===== config.mk =====
export PLATFORM = sky130hd
export DESIGN_NAME = instr_fetch_unit
export DESIGN_NICKNAME = d
export VERILOG_FILES = /design/src/rtl/instr_fetch_unit.sv
export SDC_FILE = /design/constraint.sdc
export NUM_CORES = 1
export LEC_CHECK = 0
export BUFFER_PORTS_ARGS = -buffer_cell sky130_fd_sc_hd__buf_2
export CORE_MARGIN = 1
export CORE_UTILIZATION = 25
export CTS_CLUSTER_DIAMETER = 60
export DETAILED_ROUTE_END_ITERATION = 6
export GPL_ROUTABILITY_DRIVEN = 0
export HOLD_SLACK_MARGIN = 0.1
export PLACE_DENSITY = 0.53
export REMOVE_ABC_BUFFERS = 1
export SYNTH_ARGS = -nofsm -noshare
export SYNTH_HDL_FRONTEND = slang
export SYNTH_SLANG_ARGS = --single-unit

===== constraint.sdc =====
create_clock -name clk -period 6 [get_ports clk]
set_input_delay 0.6 -clock clk [delete_from_list [all_inputs] [get_ports clk]]
set_output_delay 0.6 -clock clk [all_outputs]
set_load 0.05 [all_outputs]

===== src/rtl/instr_fetch_unit.sv =====
// Instruction fetch stage: PC, credit-limited imem request channel, in-order response queue
// feeding decode, and a single redirect port that squashes all younger work.
module instr_fetch_unit #(
  parameter logic [31:0] RESET_PC = 32'h0000_0000,
  parameter int unsigned QDEPTH   = 2
) (
  input  logic        clk,
  input  logic        rst,
  output logic        imem_req_valid,
  output logic [31:0] imem_req_addr,
  input  logic        imem_req_ready,
  input  logic        imem_resp_valid,
  input  logic [31:0] imem_resp_data,
  input  logic        redirect_valid,
  input  logic [31:0] redirect_pc,
  output logic        id_valid,
  input  logic        id_ready,
  output logic [31:0] id_instr,
  output logic [31:0] id_pc,
  output logic [31:0] id_pc_plus4,
  output logic [5:0]  id_opcode,
  output logic [5:0]  id_funct
);

  localparam int unsigned AW = $clog2(QDEPTH);
  localparam int unsigned CW = AW + 1;
  localparam logic [CW:0] QD = (CW + 1)'(QDEPTH);

  logic [31:0]   r_pc;
  logic [31:0]   r_resp_pc;
  logic [CW-1:0] r_out_cnt;
  logic [CW-1:0] r_drop_cnt;
  logic [CW-1:0] r_q_cnt;
  logic [AW-1:0] r_wr_ptr;
  logic [AW-1:0] r_rd_ptr;
  logic [31:0]   r_q_pc    [QDEPTH];
  logic [31:0]   r_q_instr [QDEPTH];

  logic          w_credit;
  logic          w_req_valid;
  logic          w_accept;
  logic          w_dropping;
  logic          w_push;
  logic          w_head_valid;
  logic          w_pop;
  logic [31:0]   w_redir_pc;
  logic [CW-1:0] w_resp_dec;
  logic          w_unused;

  // Credits cover both in-flight and queued entries, so a push never finds the queue full.
  assign w_credit     = ({1'b0, r_out_cnt} + {1'b0, r_q_cnt}) < QD;
  assign w_req_valid  = !rst && !redirect_valid && w_credit;
  assign w_accept     = w_req_valid && imem_req_ready;
  assign w_dropping   = (r_drop_cnt != '0);
  assign w_push       = imem_resp_valid && !w_dropping && !redirect_valid;
  assign w_head_valid = (r_q_cnt != '0);
  assign w_pop        = w_head_valid && id_ready && !redirect_valid;
  assign w_redir_pc   = {redirect_pc[31:2], 2'b00};
  assign w_resp_dec   = CW'(imem_resp_valid);
  assign w_unused     = ^redirect_pc[1:0];

  always_ff @(posedge clk or posedge rst) begin
    if (rst) begin
      r_pc       <= RESET_PC;
      r_resp_pc  <= RESET_PC;
      r_out_cnt  <= '0;
      r_drop_cnt <= '0;
      r_q_cnt    <= '0;
      r_wr_ptr   <= '0;
      r_rd_ptr   <= '0;
    end else if (redirect_valid) begin
      // Everything still in flight, minus a response landing this cycle, must be discarded.
      r_pc       <= w_redir_pc;
      r_resp_pc  <= w_redir_pc;
      r_out_cnt  <= r_out_cnt - w_resp_dec;
      r_drop_cnt <= r_out_cnt - w_resp_dec;
      r_q_cnt    <= '0;
      r_wr_ptr   <= '0;
      r_rd_ptr   <= '0;
    end else begin
      if (w_accept) begin
        r_pc <= r_pc + 32'd4;
      end
      r_out_cnt <= r_out_cnt + CW'(w_accept) - w_resp_dec;
      if (imem_resp_valid && w_dropping) begin
        r_drop_cnt <= r_drop_cnt - CW'(1);
      end
      if (w_push) begin
        r_resp_pc <= r_resp_pc + 32'd4;
        r_wr_ptr  <= r_wr_ptr + AW'(1);
      end
      if (w_pop) begin
        r_rd_ptr <= r_rd_ptr + AW'(1);
      end
      r_q_cnt <= r_q_cnt + CW'(w_push) - CW'(w_pop);
    end
  end

  always_ff @(posedge clk) begin
    if (w_push) begin
      r_q_pc[r_wr_ptr]    <= r_resp_pc;
      r_q_instr[r_wr_ptr] <= imem_resp_data;
    end
  end

  always_comb begin
    imem_req_valid = w_req_valid;
    imem_req_addr  = rst ? 32'h0 : r_pc;
    id_valid       = !rst && w_head_valid;
    id_instr       = 32'h0;
    id_pc          = 32'h0;
    id_pc_plus4    = 32'h0;
    if (id_valid) begin
      id_instr    = r_q_instr[r_rd_ptr];
      id_pc       = r_q_pc[r_rd_ptr];
      id_pc_plus4 = r_q_pc[r_rd_ptr] + 32'd4;
    end
    id_opcode = id_instr[31:26];
    id_funct  = id_instr[5:0];
  end

endmodule


Word level (Yosys, flattened, before mapping)
Memories as Yosys holds them, arrays and structs flattened.
Index checks and enable logic that the tools add are counted.
Widths: inputs -> output; s select.
- register bits after elaboration: 72
- bits in writable memories: 128
- bits of input ports: 70
- logic and storage cells: 58
- memories: 2
- memory list (name ; words ; width ; read ports ; clocked after memory_dff ; write ports ; line ; RTL):
    r_q_instr ; 2 ; 32 ; 1 ; 0 ; 1 ; 37 ; logic [31:0] r_q_instr [QDEPTH];
    r_q_pc ; 2 ; 32 ; 1 ; 0 ; 1 ; 36 ; logic [31:0] r_q_pc [QDEPTH];
- add/subtract/negate cells: 12
- magnitude comparators: 1
- muxes and demuxes: 18
- reductions and logical operators: 18
- operators by type and width (cell ; number):
    $mux 32 ; 8
    $add 32x3->32 const B ; 3
    $reduce_bool 2->1 ; 6
    $logic_and 1x1->1 ; 9
    $mux 2 ; 4
    $mux 1 ; 6
    $sub 2x1->2 ; 3
    $add 2x1->2 ; 2
    $add 2x2->3 ; 1
    $logic_not 1->1 ; 3
    $lt 3x2->1 const B ; 1
    $add 1x1->1 const B ; 2
    $sub 2x1->2 const B ; 1

Logic depth before layout (Yosys ltp)
- depth after elaboration: 7
- gate-level depth with buffers: 10
- mapped depth without buffers: 10

Worst setup path before layout
Ideal clock, no wire load.
- path kind: in2out
- start point: input rst
- end point: output id_pc_plus4[27]
- data arrival time: 4.583 ns
- path slack: 0.817 ns
- stages: 6
- cells stage by stage: inv_1 o21ai_1 inv_1 clkbuf_1 nand2_1 o31ai_1
- longest elaborated chain between the ends: 3
- RTL lines (item ; line ; RTL):
    start, declared ; 8 ; input logic rst,
    $logic_not 1->1 ; 109 ; id_valid = !rst && w_head_valid;
    $logic_and 1x1->1 ; 109 ;
    via id_valid ; 16 ; output logic id_valid,
    $mux 32 ; 113 ; if (id_valid) begin
    end, declared ; 20 ; output logic [31:0] id_pc_plus4,
The timed path passes the listed nets, and every way through them passes these cells.

Worst setup path in the final report
- start point: register r_rd_ptr
- end point: output id_pc_plus4[21]
- longest elaborated chain between the ends: 3
- RTL lines (item ; line ; RTL):
    start, declared ; 35 ; logic [AW-1:0] r_rd_ptr;
    start signal, assigned ; 93 ; r_rd_ptr <= r_rd_ptr + AW'(1);
    $mem_v2 2x32 ; - ;
    $add 32x3->32 ; 116 ; id_pc_plus4 = r_q_pc[r_rd_ptr] + 32'd4;
    $mux 32 ; 113 ;
Every way passes these cells.

==> impl_metrics.csv <==
group,metric,value,unit
floorplanning,die_y,202,um
placement,pre_cts_ws,1970,ps
sta,finalHoldViolCount,0,
setup_path,arrival,3820,ps
layout,final_core_util,30.7,%
power_and_ir_drop,seqPwrFrac,45.1,%
sta,relSlewSlack,29.1,%
power_and_ir_drop,vdd_drop_max,0.176,mV
clocking,cts_made_buffers,17,
grt,grt_max_degree,77,
synthesis,syn_avg_cell_area,11.6,um^2
detailed_routing,wl,26200,um
clocking,cts-htree-levels,4,
synthesis,syn_area,10000,um^2
hold_path,hp-class,"in2reg",
synthesis,synth_edf_count,124,
detailed_routing,num_vias,7023,
power_and_ir_drop,p_per_area,305,nW/um^2
power_and_ir_drop,power.total,3660,uW
floorplanning,ios,212,
detailed_routing,via_per_inst,4.46,
setup_path,endpoint_kind,"output port",
synthesis,synth-main-ff-cell,"edfxtp_1",
grt,antenna_found_initial,1,
sta,slew_viol_final,0,
setup_path,worstReg2RegEnd,"r_pc[30]$_DFFE_PP0P_",
synthesis,ys_ff_latch,192,
clocking,tritoncts,"built",
floorplanning,start_util,25.6,%
placement,place_hpwl,19200,um
synthesis,synthesis.instances,864,
sta,clock_skew,7.66,ps
setup_path,cp_cell_sequence,"buf_4, nand3_1, a22oi_1, nand4_2, nor3b_1, mux2_2, buf_2",
clocking,hold_buffers,0,
synthesis,yosys_warnings,0,
grt,met3_usage,2.03,%
clocking,clock_sinks,192,
setup_path,r2r-start,"r_q_cnt[0]$_DFF_PP0_",
placement,dpl_cell_area,11500,um^2
floorplanning,fp.dieArea,40800,um^2
power_and_ir_drop,swShare,35.4,%
synthesis,ys_seq_area_share,54.2,%
floorplanning,fp-row-count,72,
sta,worst_slack,1580,ps
setup_path,cp_data_required_time,5400,ps
clocking,cts_setup_buffers,0,
setup_path,cp-start-kind,"flip-flop",
sta,tns,0,ps
hold_path,hold_path_end,"r_q_instr[1][26]$_DFFE_PP_",
power_and_ir_drop,p_leak,0.00460,uW
clocking,cts.repair.resized,0,
synthesis,async_reset_ff_share,35.4,%
clocking,cts_root_buffer,"clkbuf_16",
clocking,cts_buffer_depth,2,
layout,nNetsFinal,1123,
power_and_ir_drop,pwr-share-comb,25.4,%
grt,grt.busiest_layer,"met2",
layout,drive_gt1_share,28.7,%
clocking,clk_pin_slew_worst_paths,70,ps
sta,post-route-period-util,73.7,%
floorplanning,core_area,39100,um^2
job,drv_cap,0,
outcome,status,"finished, final reports clean",
synthesis,synth.distinct_cells,67,
detailed_routing,routedWlPerCell,16.6,um
detailed_routing,drcViolationCount,0,
setup_path,cp_slowest_cell,"dfrtp_4",
setup_path,path_max_fanout,64,
sta,fin_crit,4420,ps
grt,grt-ovfl-total,0,
detailed_routing,postRouteAntennaNets,0,
grt,grt_pass1_vias,7094,
power_and_ir_drop,intPower,2370,uW
sta,setup_violations,0,
grt,grt_use_met1,17.3,%
detailed_routing,dr.pass1.iters,4,
layout,finalInstanceArea,12000,um^2
hold_path,min-delay-start,"imem_resp_data[26]",
grt,grtUsageMet2,21.3,%
layout,areaGrowthSynthToFinish,20.0,%
power_and_ir_drop,power.switching,1300,uW
sta,tightest_slew,1050,ps
clocking,insertion_delay,430,ps
setup_path,critical-path-max-stage-delay,840,ps
setup_path,r2r_slack,2730,ps
placement,numPortBuffers,203,
setup_path,worstSetupPathType,"reg2out",
power_and_ir_drop,pwr-share-clk,29.5,%
sta,max_freq,226,MHz
sta,rsz0062_at_grt,"false",
hold_path,whs_path_depth,1,
grt,grt_usage,13.0,%
floorplanning,die_w,202,um
grt,grt_pass1_wl,40500,um
setup_path,rr_worst_depth,7,
detailed_routing,dr.first_iter.drc_count,301,
[cells in the mapped netlist, drive strengths merged, types with 2 or more instances]
library cell / n / area [um^2]
nand3: 40 / 213
nor3: 7 / 46.3
a22oi: 5 / 42.5
and3: 11 / 68.8
o31ai: 6 / 45.0
mux2i: 58 / 581
clkbuf: 21 / 88.8
nor4b: 3 / 38.8
buf: 35 / 233
nor4: 6 / 73.8
edfxtp: 124 / 3720
nand3b: 6 / 45.0
and4: 5 / 43.8
nand4b: 6 / 58.8
nand2: 50 / 188
nor2: 102 / 383
xor2: 34 / 298
and2: 18 / 114
mux2: 38 / 428
or3: 2 / 12.5
a211oi: 2 / 15.0
a21oi: 17 / 88.8
nand2b: 12 / 75.1
a31oi: 6 / 37.5
ha: 9 / 113
inv: 10 / 37.5
nor3b: 2 / 20.0
dfrtp: 68 / 1700
nor2b: 30 / 188
o21a: 2 / 15.0
xnor2: 44 / 385
a21boi: 16 / 120
nand4: 39 / 265
o21ai: 16 / 80.1
[metal layers]
layer  vias to the layer above  wire length, um
met4                         0              467
met2                       154            12300
li1                       3451                -
met3                        20              887
met5                         -                0
met1                      3398            12500
[cells by family (layout without fill, tap and decap cells)]
| logic type | count (synthesis) | after routing | synth area share [%] |
|---|---|---|---|
| buffers and inverters | 67 | 254 | 3.63 |
| and+or+nand+nor | 343 | 343 | 18.7 |
| DFF | 192 | 192 | 54.2 |
| other | 1 | 7 | 0.0375 |
| AOI/OAI and AO/OA | 77 | 77 | 5.20 |
| adders and majority gates | 10 | 10 | 1.33 |
| muxes | 96 | 96 | 10.1 |
| xor gates and xnor gates | 78 | 78 | 6.83 |
[power by group through the flow]
stage	Combinational (uW)	Clock, uW	Sequential [uW]
after floorplan	713	0	1660
after global placement	939	0	1680
after detailed placement	948	0	1680
after CTS	952	1130	1650
after global routing	1020	1170	1670
final	932	1080	1650
[flip-flops by register name, summed over array words and instances (netlist names)]
signal	flops
r_out_cnt	2
r_drop_cnt	2
r_q_instr	64
r_wr_ptr	1
r_q_cnt	2
r_pc	30
r_resp_pc	30
r_q_pc	60
r_rd_ptr	1
[final cells by class]
type | instances | area [um^2]
well taps | 518 | 648
clock buffers | 18 | 429
inverters | 11 | 41.3
clock inverters | 14 | 123
multi-input cells | 610 | 4260
repair buffers | 211 | 1080
flip-flops and latches | 192 | 5430
fillers | 4064 | 27100
diodes | 1 | 2.50
[worst max-delay path by stage]
| stage | startpoint | end | slack (ps) | cells past startpoint |
|---|---|---|---|---|
| after floorplan | rst | id_pc_plus4[22] | -1080 | 5 |
| after global placement | r_rd_ptr$_DFFE_PP0P_ | id_pc_plus4[29] | 2000 | 7 |
| after detailed placement | r_rd_ptr$_DFFE_PP0P_ | id_pc_plus4[29] | 1970 | 7 |
| after CTS | r_rd_ptr$_DFFE_PP0P_ | id_pc_plus4[29] | 1470 | 7 |
| after global routing | r_rd_ptr$_DFFE_PP0P_ | id_pc_plus4[21] | 1280 | 7 |
| final | r_rd_ptr$_DFFE_PP0P_ | id_pc_plus4[21] | 1580 | 7 |
[stage by stage]
stage          std cells  hold slack (ps)
4_1_cts             1574              319
3_5_place_dp        1542              489
5_1_grt             1575              324
3_3_place_gp        1542              487
6_report            1575              350
2_1_floorplan        813              463
[cell usage in the layout (no fill, tap or decap), drive strengths merged, types with 6 or more instances in the layout]
cell | Yosys | final
xor2 | 34 | 34
xnor2 | 44 | 44
nand4 | 39 | 39
dfrtp | 68 | 68
inv | 10 | 17
nand3b | 6 | 6
ha | 9 | 9
a31oi | 6 | 6
mux2 | 38 | 38
a21boi | 16 | 16
nand3 | 40 | 40
clkbuf | 21 | 18
nor4 | 6 | 6
conb | 1 | 6
edfxtp | 124 | 124
a21oi | 17 | 17
nor2b | 30 | 30
mux2i | 58 | 58
nand4b | 6 | 6
nand2 | 50 | 50
nor2 | 102 | 102
nand2b | 12 | 12
and3 | 11 | 11
nor3 | 7 | 7
o31ai | 6 | 6
and2 | 18 | 18
buf | 35 | 211
o21ai | 16 | 16
[critical path, delay by kind of cell, from the launching register on]
| kind | cells | cell delay [ps] |
|---|---|---|
| flops | 1 | 840 |
| simple gates | 3 | 870 |
| mux | 1 | 370 |
| compound gates | 1 | 300 |
| buf+inv | 2 | 970 |
No activity file was read; power rests on OpenSTA's default activity.
